File: config.mk
export PLATFORM = sky130hd
export DESIGN_NAME = int_entry_sequencer
export DESIGN_NICKNAME = d
export VERILOG_FILES = /design/src/rtl/int_entry_sequencer.sv
export SDC_FILE = /design/constraint.sdc
export NUM_CORES = 1
export LEC_CHECK = 0
export ABC_AREA = 1
export CAP_MARGIN = 20
export CORE_ASPECT_RATIO = 1.25
export CORE_MARGIN = 3
export CORE_UTILIZATION = 40
export DETAILED_ROUTE_END_ITERATION = 8
export GPL_TIMING_DRIVEN = 0
export MAX_ROUTING_LAYER = met4
export PLACE_DENSITY = 0.75
export SYNTH_ARGS = -nofsm -noshare
export SYNTH_HDL_FRONTEND = slang
export SYNTH_SLANG_ARGS = --single-unit
File: constraint.sdc
create_clock -name clk -period 4.5 [get_ports clk]
set_input_delay 0.675 -clock clk [delete_from_list [all_inputs] [get_ports clk]]
set_output_delay 0.675 -clock clk [all_outputs]
set_load 0.005 [all_outputs]
File: src/rtl/int_entry_sequencer.sv
// Interrupt entry sequencer: drains the pipeline, pushes PC/flags, fetches the ISR vector, commits.
// Optional build macro INT_SEQ_PENDING_EN keeps one request that arrives while a sequence is in flight.
module int_entry_sequencer #(
    parameter int unsigned DRAIN_CYCLES = 2,
    parameter logic [31:0] VECTOR_ADDR  = 32'h0000_0000,
    parameter int unsigned CCR_W        = 3
) (
    input  logic             clk,
    input  logic             reset,
    input  logic             INT_IN,
    input  logic             Stall,
    input  logic [31:0]      PC_IN,
    input  logic [CCR_W-1:0] CCR_IN,
    input  logic [31:0]      SP_IN,
    input  logic [15:0]      MEM_RD_DATA,
    output logic             BUSY,
    output logic             MEM_WR,
    output logic             MEM_RD,
    output logic [31:0]      MEM_ADDR,
    output logic [15:0]      MEM_WR_DATA,
    output logic [31:0]      PC_OUT,
    output logic             PC_WE,
    output logic [31:0]      SP_OUT,
    output logic             SP_WE,
    output logic             CCR_CLR,
    output logic [2:0]       dbg_state
);

    typedef enum logic [2:0] {
        IDLE, DRAIN, PUSH_PC_L, PUSH_PC_H, PUSH_CCR, VEC_LO, VEC_HI, COMMIT
    } state_e;

    localparam logic [3:0] DRAIN_LOAD = 4'(DRAIN_CYCLES);

    state_e           state_q, state_d;
    logic [3:0]       cnt_q, cnt_d;
    logic [31:0]      pc_q, pc_d;
    logic [31:0]      sp_q, sp_d;
    logic [CCR_W-1:0] ccr_q, ccr_d;
    logic [15:0]      vec_lo_q, vec_lo_d;
    logic [15:0]      vec_hi_q, vec_hi_d;
    logic [15:0]      ccr_ext;
    logic             pending_q;
    logic             request;

    assign dbg_state = state_q;
    assign request   = INT_IN | pending_q;

`ifdef INT_SEQ_PENDING_EN
    logic pending_d;

    // A set flag is always consumed by the IDLE cycle it is seen in.
    always_comb begin
        pending_d = pending_q;
        if (state_q == IDLE) begin
            pending_d = 1'b0;
        end else if (INT_IN) begin
            pending_d = 1'b1;
        end
    end

    always_ff @(posedge clk or negedge reset) begin
        if (!reset) begin
            pending_q <= 1'b0;
        end else begin
            pending_q <= pending_d;
        end
    end
`else
    assign pending_q = 1'b0;
`endif

    always_ff @(posedge clk or negedge reset) begin
        if (!reset) begin
            state_q  <= IDLE;
            cnt_q    <= '0;
            pc_q     <= '0;
            sp_q     <= '0;
            ccr_q    <= '0;
            vec_lo_q <= '0;
            vec_hi_q <= '0;
        end else begin
            state_q  <= state_d;
            cnt_q    <= cnt_d;
            pc_q     <= pc_d;
            sp_q     <= sp_d;
            ccr_q    <= ccr_d;
            vec_lo_q <= vec_lo_d;
            vec_hi_q <= vec_hi_d;
        end
    end

    // Stall freezes every non-IDLE step; a step advances only on an unstalled cycle.
    always_comb begin
        state_d  = state_q;
        cnt_d    = cnt_q;
        pc_d     = pc_q;
        sp_d     = sp_q;
        ccr_d    = ccr_q;
        vec_lo_d = vec_lo_q;
        vec_hi_d = vec_hi_q;
        case (state_q)
            IDLE: begin
                if (request) begin
                    pc_d    = PC_IN;
                    ccr_d   = CCR_IN;
                    sp_d    = SP_IN;
                    cnt_d   = DRAIN_LOAD;
                    state_d = DRAIN;
                end
            end
            DRAIN: begin
                if (!Stall) begin
                    if (cnt_q <= 4'd1) begin
                        cnt_d   = '0;
                        state_d = PUSH_PC_L;
                    end else begin
                        cnt_d = cnt_q - 4'd1;
                    end
                end
            end
            PUSH_PC_L: if (!Stall) state_d = PUSH_PC_H;
            PUSH_PC_H: if (!Stall) state_d = PUSH_CCR;
            PUSH_CCR:  if (!Stall) state_d = VEC_LO;
            VEC_LO: begin
                if (!Stall) begin
                    vec_lo_d = MEM_RD_DATA;
                    state_d  = VEC_HI;
                end
            end
            VEC_HI: begin
                if (!Stall) begin
                    vec_hi_d = MEM_RD_DATA;
                    state_d  = COMMIT;
                end
            end
            COMMIT:  if (!Stall) state_d = IDLE;
            default: state_d = IDLE;
        endcase
    end

    // Addresses and data depend only on state and latches, so they hold while stalled.
    always_comb begin
        ccr_ext            = '0;
        ccr_ext[CCR_W-1:0] = ccr_q;
        BUSY        = (state_q != IDLE);
        MEM_WR      = 1'b0;
        MEM_RD      = 1'b0;
        MEM_ADDR    = '0;
        MEM_WR_DATA = '0;
        PC_OUT      = '0;
        PC_WE       = 1'b0;
        SP_OUT      = '0;
        SP_WE       = 1'b0;
        CCR_CLR     = 1'b0;
        case (state_q)
            PUSH_PC_L: begin
                MEM_WR      = !Stall;
                MEM_ADDR    = sp_q;
                MEM_WR_DATA = pc_q[15:0];
            end
            PUSH_PC_H: begin
                MEM_WR      = !Stall;
                MEM_ADDR    = sp_q - 32'd1;
                MEM_WR_DATA = pc_q[31:16];
            end
            PUSH_CCR: begin
                MEM_WR      = !Stall;
                MEM_ADDR    = sp_q - 32'd2;
                MEM_WR_DATA = ccr_ext;
            end
            VEC_LO: begin
                MEM_RD   = !Stall;
                MEM_ADDR = VECTOR_ADDR;
            end
            VEC_HI: begin
                MEM_RD   = !Stall;
                MEM_ADDR = VECTOR_ADDR + 32'd1;
            end
            COMMIT: begin
                PC_OUT  = {vec_hi_q, vec_lo_q};
                PC_WE   = !Stall;
                SP_OUT  = sp_q - 32'd3;
                SP_WE   = !Stall;
                CCR_CLR = !Stall;
            end
            default: ;
        endcase
    end

endmodule

==> metrics.txt, run 1 <==
outcome complete, no violations; Critical Path End Type output port; Clk pwr share between 10 and 15%; final hold vios 0; Worst-Margin Slew 989 ps; maximum clock rate 283 MHz; final WL 26600 um; share of cells above drive strength 1 a little under 10%; Switch Pwr 2.52 mW; Area growth, synth to finish 37.3%; port bufs 207; Worst-Skew Late Latency 370 ps; pre-CTS setup slack 1370 ps; ant diodes 0; CTS tree done; Setup-failing EPs final 0; maximum vdd drop about 260 uV; Final Max Slew Viols 0; Setup CP Type reg2out; cts hold-fix bufs 0; I/O pin cnt around 210; R2R setup slack 2510 ps; Synth Instances between 1k and 1.5k; post-CTS sizing 0; r2r worst-path depth 8; row count 54; initial core utilization 41.1%; clock tree root driver cell clkbuf_16; Core Box Area approximately 0.018 mm2; number of buffers created by CTS 9; Max-Cap Viols 0; clock-pin slew on the worst setup and hold paths 80 ps; first-pass GRT wire length 41400 um; Max clock buf depth 2; delay-heaviest family, CP buffers and inverters; DR iter-0 viols just over 600; post-detail-place hpwl 20300 um; GRT Total Usage 27.8%; DRC 0; First-pass DRT Iterations 6; antenna violations before repair 0; routability cong. 0.974; Core Util, Final 56.4%; CTS H-tree lvls 3; Detail Route Antenna Nets 0; critical path arrival 2860 ps; Vias between 7k and 8k; Yosys warning count 0; largest net degree at the start of global routing 80; Die Y ~160 um; Tcrit/Tclk final 78.6%; RSZ-0062 raised after global routing no; syn avg cell area 7.00 um2; die area 0.0197 mm2; worst path cell trace inv_1 -> ha_1 -> nand2_1 -> inv_1 -> buf_2 -> buf_2 -> nand3_1 -> nand3_1 -> clkdlybuf4s50_1; delay of the slowest cell on the worst path 520 ps; vias in the first global route ~8k; vias per std cell 5.33; CTS sink cnt 106; GRT overflow 0; Worst R2R End sp_q[12]; final worst slack around 960 ps; worst path bufs/invs 5; Die X 126 um; Synth cell types 34; drt wl/cell 18.0 um; internal power between 3 and 4 mW; worst r2r src dbg_state[0]; worst hold path class in2async; Seq/Total Area, Yosys roughly 37%; Synth Register Bits 106; Post-Syn Area a little over 0.007 mm2; Critical Path RT approximately 3800 ps; highest-delay cell along the critical path clkdlybuf4s50_1; Worst slew margin 34.0%; Post-CTS Setup Bufs 0; critical-path maximum fanout 10; power share of the combinational group 55.3%; Nets 1347; syn_nets 1128; Setup Skew 8.42 ps; minimum clock period after layout 3540 ps; Leak 4.43 nW; CP Launch Type register; Reg power frac a little under a third; Switching Share 42.8%; Pwr Density 594 mW/mm2
metal layers:
metal	GRT usage (%)	vias to the layer above	share of wire, %
li1	-	3770	-
met1	31.1	3665	38
met2	46.9	375	49
met3	5.96	75	7.8
met4	14.1	0	5.1
met5	-	-	0
how the worst max path moves through the flow:
stage	endpoint	slack [ps]	cells past startpoint	startpoint
global placement	pc_q[10]	-1600	1	reset
global route	SP_WE	820	7	dbg_state[0]
finish	MEM_ADDR[22]	960	9	dbg_state[0]
detailed placement	SP_WE	1370	7	dbg_state[0]
CTS	SP_WE	960	7	dbg_state[0]
floorplan	MEM_ADDR[15]	2360	9	sp_q[1]
synth_stat cells, drive strengths merged:
| cell type | count | share of area (%) |
|---|---|---|
| a22o | 13 | 1.6 |
| dfrtp | 106 | 37 |
| nand2 | 207 | 11 |
| a32oi | 1 | 0.12 |
| o21bai | 1 | 0.10 |
| buf | 28 | 2.2 |
| o221ai | 3 | 0.36 |
| o21ai | 81 | 5.6 |
| xor2 | 2 | 0.24 |
| nor3 | 34 | 2.4 |
| o211ai | 10 | 1.0 |
| clkinv | 3 | 0.16 |
| nand3 | 94 | 6.5 |
| ha | 10 | 1.7 |
| inv | 140 | 7.3 |
| mux2 | 36 | 5.6 |
| a21oi | 57 | 4.1 |
| nor3b | 8 | 1.3 |
| nand4 | 7 | 0.61 |
| clkbuf | 12 | 0.62 |
| nor2 | 177 | 10 |
| a31oi | 1 | 0.087 |
final cells by class:
cell class / count / area (um2)
Fill cell: 1671 / 7660
Timing Repair Buffer: 208 / 2100
Clock inverter: 7 / 82.6
Sequential cell: 106 / 2650
Clock buffer: 9 / 225
Multi-Input combinational cell: 742 / 3820
Inverter: 143 / 537
Buffer: 40 / 205
Tap cell: 224 / 280
state kept, by name, summed over array words and instances (netlist names):
| register | count |
|---|---|
| dbg_state | 3 |
| sp_q | 32 |
| pc_q | 32 |
| ccr_q | 3 |
| cnt_q | 4 |
| vec_hi_q | 16 |
| vec_lo_q | 16 |
logic make-up (layout without fill, tap and decap cells):
| group | after synthesis | in the layout | synth area share [%] |
|---|---|---|---|
| and+or+nand+nor | 527 | 527 | 32.3 |
| buffers and inverters | 183 | 407 | 10.3 |
| AOI/OAI and AO/OA | 167 | 167 | 13.0 |
| DFF | 106 | 106 | 36.8 |
| muxes | 36 | 36 | 5.62 |
| adders and majority gates | 10 | 10 | 1.73 |
| xor gates and xnor gates | 2 | 2 | 0.243 |
through the flow:
stage / std cells / setup TNS (ps) / area, um2 / hold WS (ps) / total power, mW
floorplan: 1031 / 0 / 7220 / 379 / 3.42
global placement: 1462 / -168660 / 9570 / 466 / 4.99
detailed placement: 1463 / 0 / 9600 / 473 / 5.06
CTS: 1479 / 0 / 9900 / 180 / 5.90
global route: 1479 / 0 / 9900 / 191 / 6.33
finish: 1479 / 0 / 9900 / 170 / 5.88
cell usage in the layout, fill, tap and decap left out, drive strengths merged:
cell           count
clkdlybuf4s50    206
xor2               2
nand2            207
inv              143
nand4              7
clkbuf            21
clkinv             7
nor3b              8
a31oi              1
a32oi              1
o211ai            10
nand3             94
a21oi             57
o21bai             1
o21ai             81
nor2             177
o221ai             3
buf               30
mux2              36
a22o              13
dfrtp            106
ha                10
nor3              34
power groups by stage:
stage	clock [mW]	combinational [mW]	sequential, mW
global placement	0	3.19	1.79
finish	0.831	3.25	1.80
floorplan	0	1.74	1.69
CTS	0.845	3.27	1.79
detailed placement	0	3.25	1.81
global route	0.885	3.59	1.86
No activity file was read; power rests on OpenSTA's default activity.
==> run 2, diff against run 1 <==
--- a/config.mk
+++ b/config.mk
@@ -13,7 +13,7 @@
 export DETAILED_ROUTE_END_ITERATION = 8
 export GPL_TIMING_DRIVEN = 0
 export MAX_ROUTING_LAYER = met4
-export PLACE_DENSITY = 0.75
+export PLACE_DENSITY = 0.78
 export SYNTH_ARGS = -nofsm -noshare
 export SYNTH_HDL_FRONTEND = slang
 export SYNTH_SLANG_ARGS = --single-unit
==> constraint.sdc (replaced) <==
create_clock -name clk -period 2.9 [get_ports clk]
set_input_delay 0.435 -clock clk [delete_from_list [all_inputs] [get_ports clk]]
set_output_delay 0.435 -clock clk [all_outputs]
set_load 0.005 [all_outputs]
==> metrics.txt, run 2 (synthesis gave the netlist of run 1 again) <==
outcome finished, violations left; violated checks hold timing, setup timing; Reg area roughly 0.0027 mm2; Vias roughly 8.3k; vias per std cell 5.47; Leak 5.01 nW; final worst slack -26.3 ps; Cell Count, Final, Fillers Out 1509; Die X about 130 um; largest net degree at the start of global routing 62; Final Max Slew Viols 0; first-pass GRT wire length between 40000 and 50000 um; post-detail-place hpwl 20400 um; CTS H-tree lvls 3; row count 54; DR iter-0 viols 726; r2r worst-path depth 8; clock-pin slew on the worst setup and hold paths 80 ps; Detail Route Antenna Nets 0; Critical Path End Type output port; maximum clock rate 342 MHz; die area 0.0197 mm2; Worst R2R End sp_q[16]; Top Layer Used met4; worst path bufs/invs 3; minimum clock period after layout 2930 ps; RSZ-0062 raised after global routing yes; vias in the first global route a little over 8k; wl on met1 between 10000 and 15000 um; CTS sink cnt 106; Critical Path RT 2470 ps; Setup Skew ~6.6 ps; critical-path maximum fanout 6; DRC 0; Filler cells 1570; Total Power 9.64 mW; I/O pin cnt between 200 and 250; metal3 WL 2550 um; Pwr Density 907 mW/mm2; delay-heaviest family, CP simple AND/OR/NAND/NOR gates; clock tree root driver cell clkbuf_16; initial core utilization approximately two fifths; pre-CTS setup slack -44.3 ps; WL met2 13500 um; critical path arrival 2490 ps; final WL 27900 um; Nets 1377; Tcrit/Tclk final 101%; final hold vios 2; First-pass DRT Iterations 8; CP Launch Type register; biggest regs pc_q x32, sp_q x32; port bufs about 210; Setup CP Type reg2out; Cells after DPL 1463; CTS tree done; maximum vdd drop 457 uV; drt wl/cell 18.5 um; Die Y 156 um; worst r2r src dbg_state[0]; worst hold path class in2async; share of cells above drive strength 1 between 20 and 25%; Area growth, synth to finish 47.3%; antenna violations before repair 0; worst path cell trace nor2_4 -> buf_4 -> nand2_1 -> nor2_2 -> nand2_1 -> o21ai_0 -> nand3_1 -> nand2_1 -> inv_1 -> clkdlybuf4s50_1; GRT overflow 0; Worst-Margin Slew ~750 ps; footprint of the multi-input gates roughly 0.0042 mm2; number of buffers created by CTS 9; delay of the slowest cell on the worst path 490 ps; GRT Total Usage 28.2%; Hold WS -6.86 ps; commonest cells after routing, fill and taps aside 179 x nand2_1, 179 x clkdlybuf4s50_1, 130 x nor2_1; most used cell, CP nand2_1; Worst-Skew Late Latency 370 ps; Setup-failing EPs final 2; Max-Cap Viols 0; routability cong. 0.984; Core Box Area 0.0176 mm2; Max clock buf depth 2; highest-delay cell along the critical path dfrtp_2; R2R setup slack 860 ps; ant diodes 0; Worst slew margin 50.0%
run 2: timing repair:
action                                  4_1_cts  5_1_grt
hold buffers                                  0        0
endpoints found under the setup margin       85       78
gates resized for setup                      88      112
buffers inserted                              9       22
pin swaps                                     8       12
run 2: final cells by class:
type                            instances  area share (%)
Sequential cell                       106            25.1
Clock inverter                          7           0.565
Buffer                                 39            2.71
Clock buffer                            9            2.12
Timing Repair Buffer                  239            22.4
Inverter                              143            5.14
Multi-Input combinational cell        742            39.3
Tap cell                              224            2.64
run 2: through the flow:
stage	cell area, um2	util, %	TNS [ps]
2_1_floorplan	7220	-	0
3_3_place_gp	9570	54.5	-317280
3_5_place_dp	9600	54.6	-87.8
4_1_cts	10200	58.0	-13.3
5_1_grt	10600	60.5	-1300
6_report	10600	60.5	-47.1
run 2: where the power goes:
group | internal, mW | switching [mW]
sequential | 2.19 | 0.682
clock | 0.600 | 0.652
combinational | 2.68 | 2.84
total | 5.47 | 4.17
run 2: worst reg2reg max path: cells and delay by family, from the launching register on:
family | cells | cell delay (ps)
buffers and inverters | 3 | 740
adders and majority gates | 1 | 200
DFF | 1 | 410
AOI/OAI and AO/OA | 1 | 140
and+or+nand+nor | 3 | 470
run 2: metal layers:
layer	track usage [%]	up-vias
li1	-	3840
met1	31.8	3814
met2	45.7	491
met3	7.05	116
met4	16.2	0
met5	-	-
run 2: worst max-delay path by stage:
stage	startpoint	end	depth (start not counted)
after floorplan	sp_q[1]	MEM_ADDR[15]	9
after global placement	reset	pc_q[15]	1
after detailed placement	dbg_state[1]	PC_WE	7
after CTS	sp_q[0]	SP_OUT[8]	8
after global routing	dbg_state[1]	MEM_ADDR[10]	10
final	sp_q[3]	MEM_ADDR[18]	10
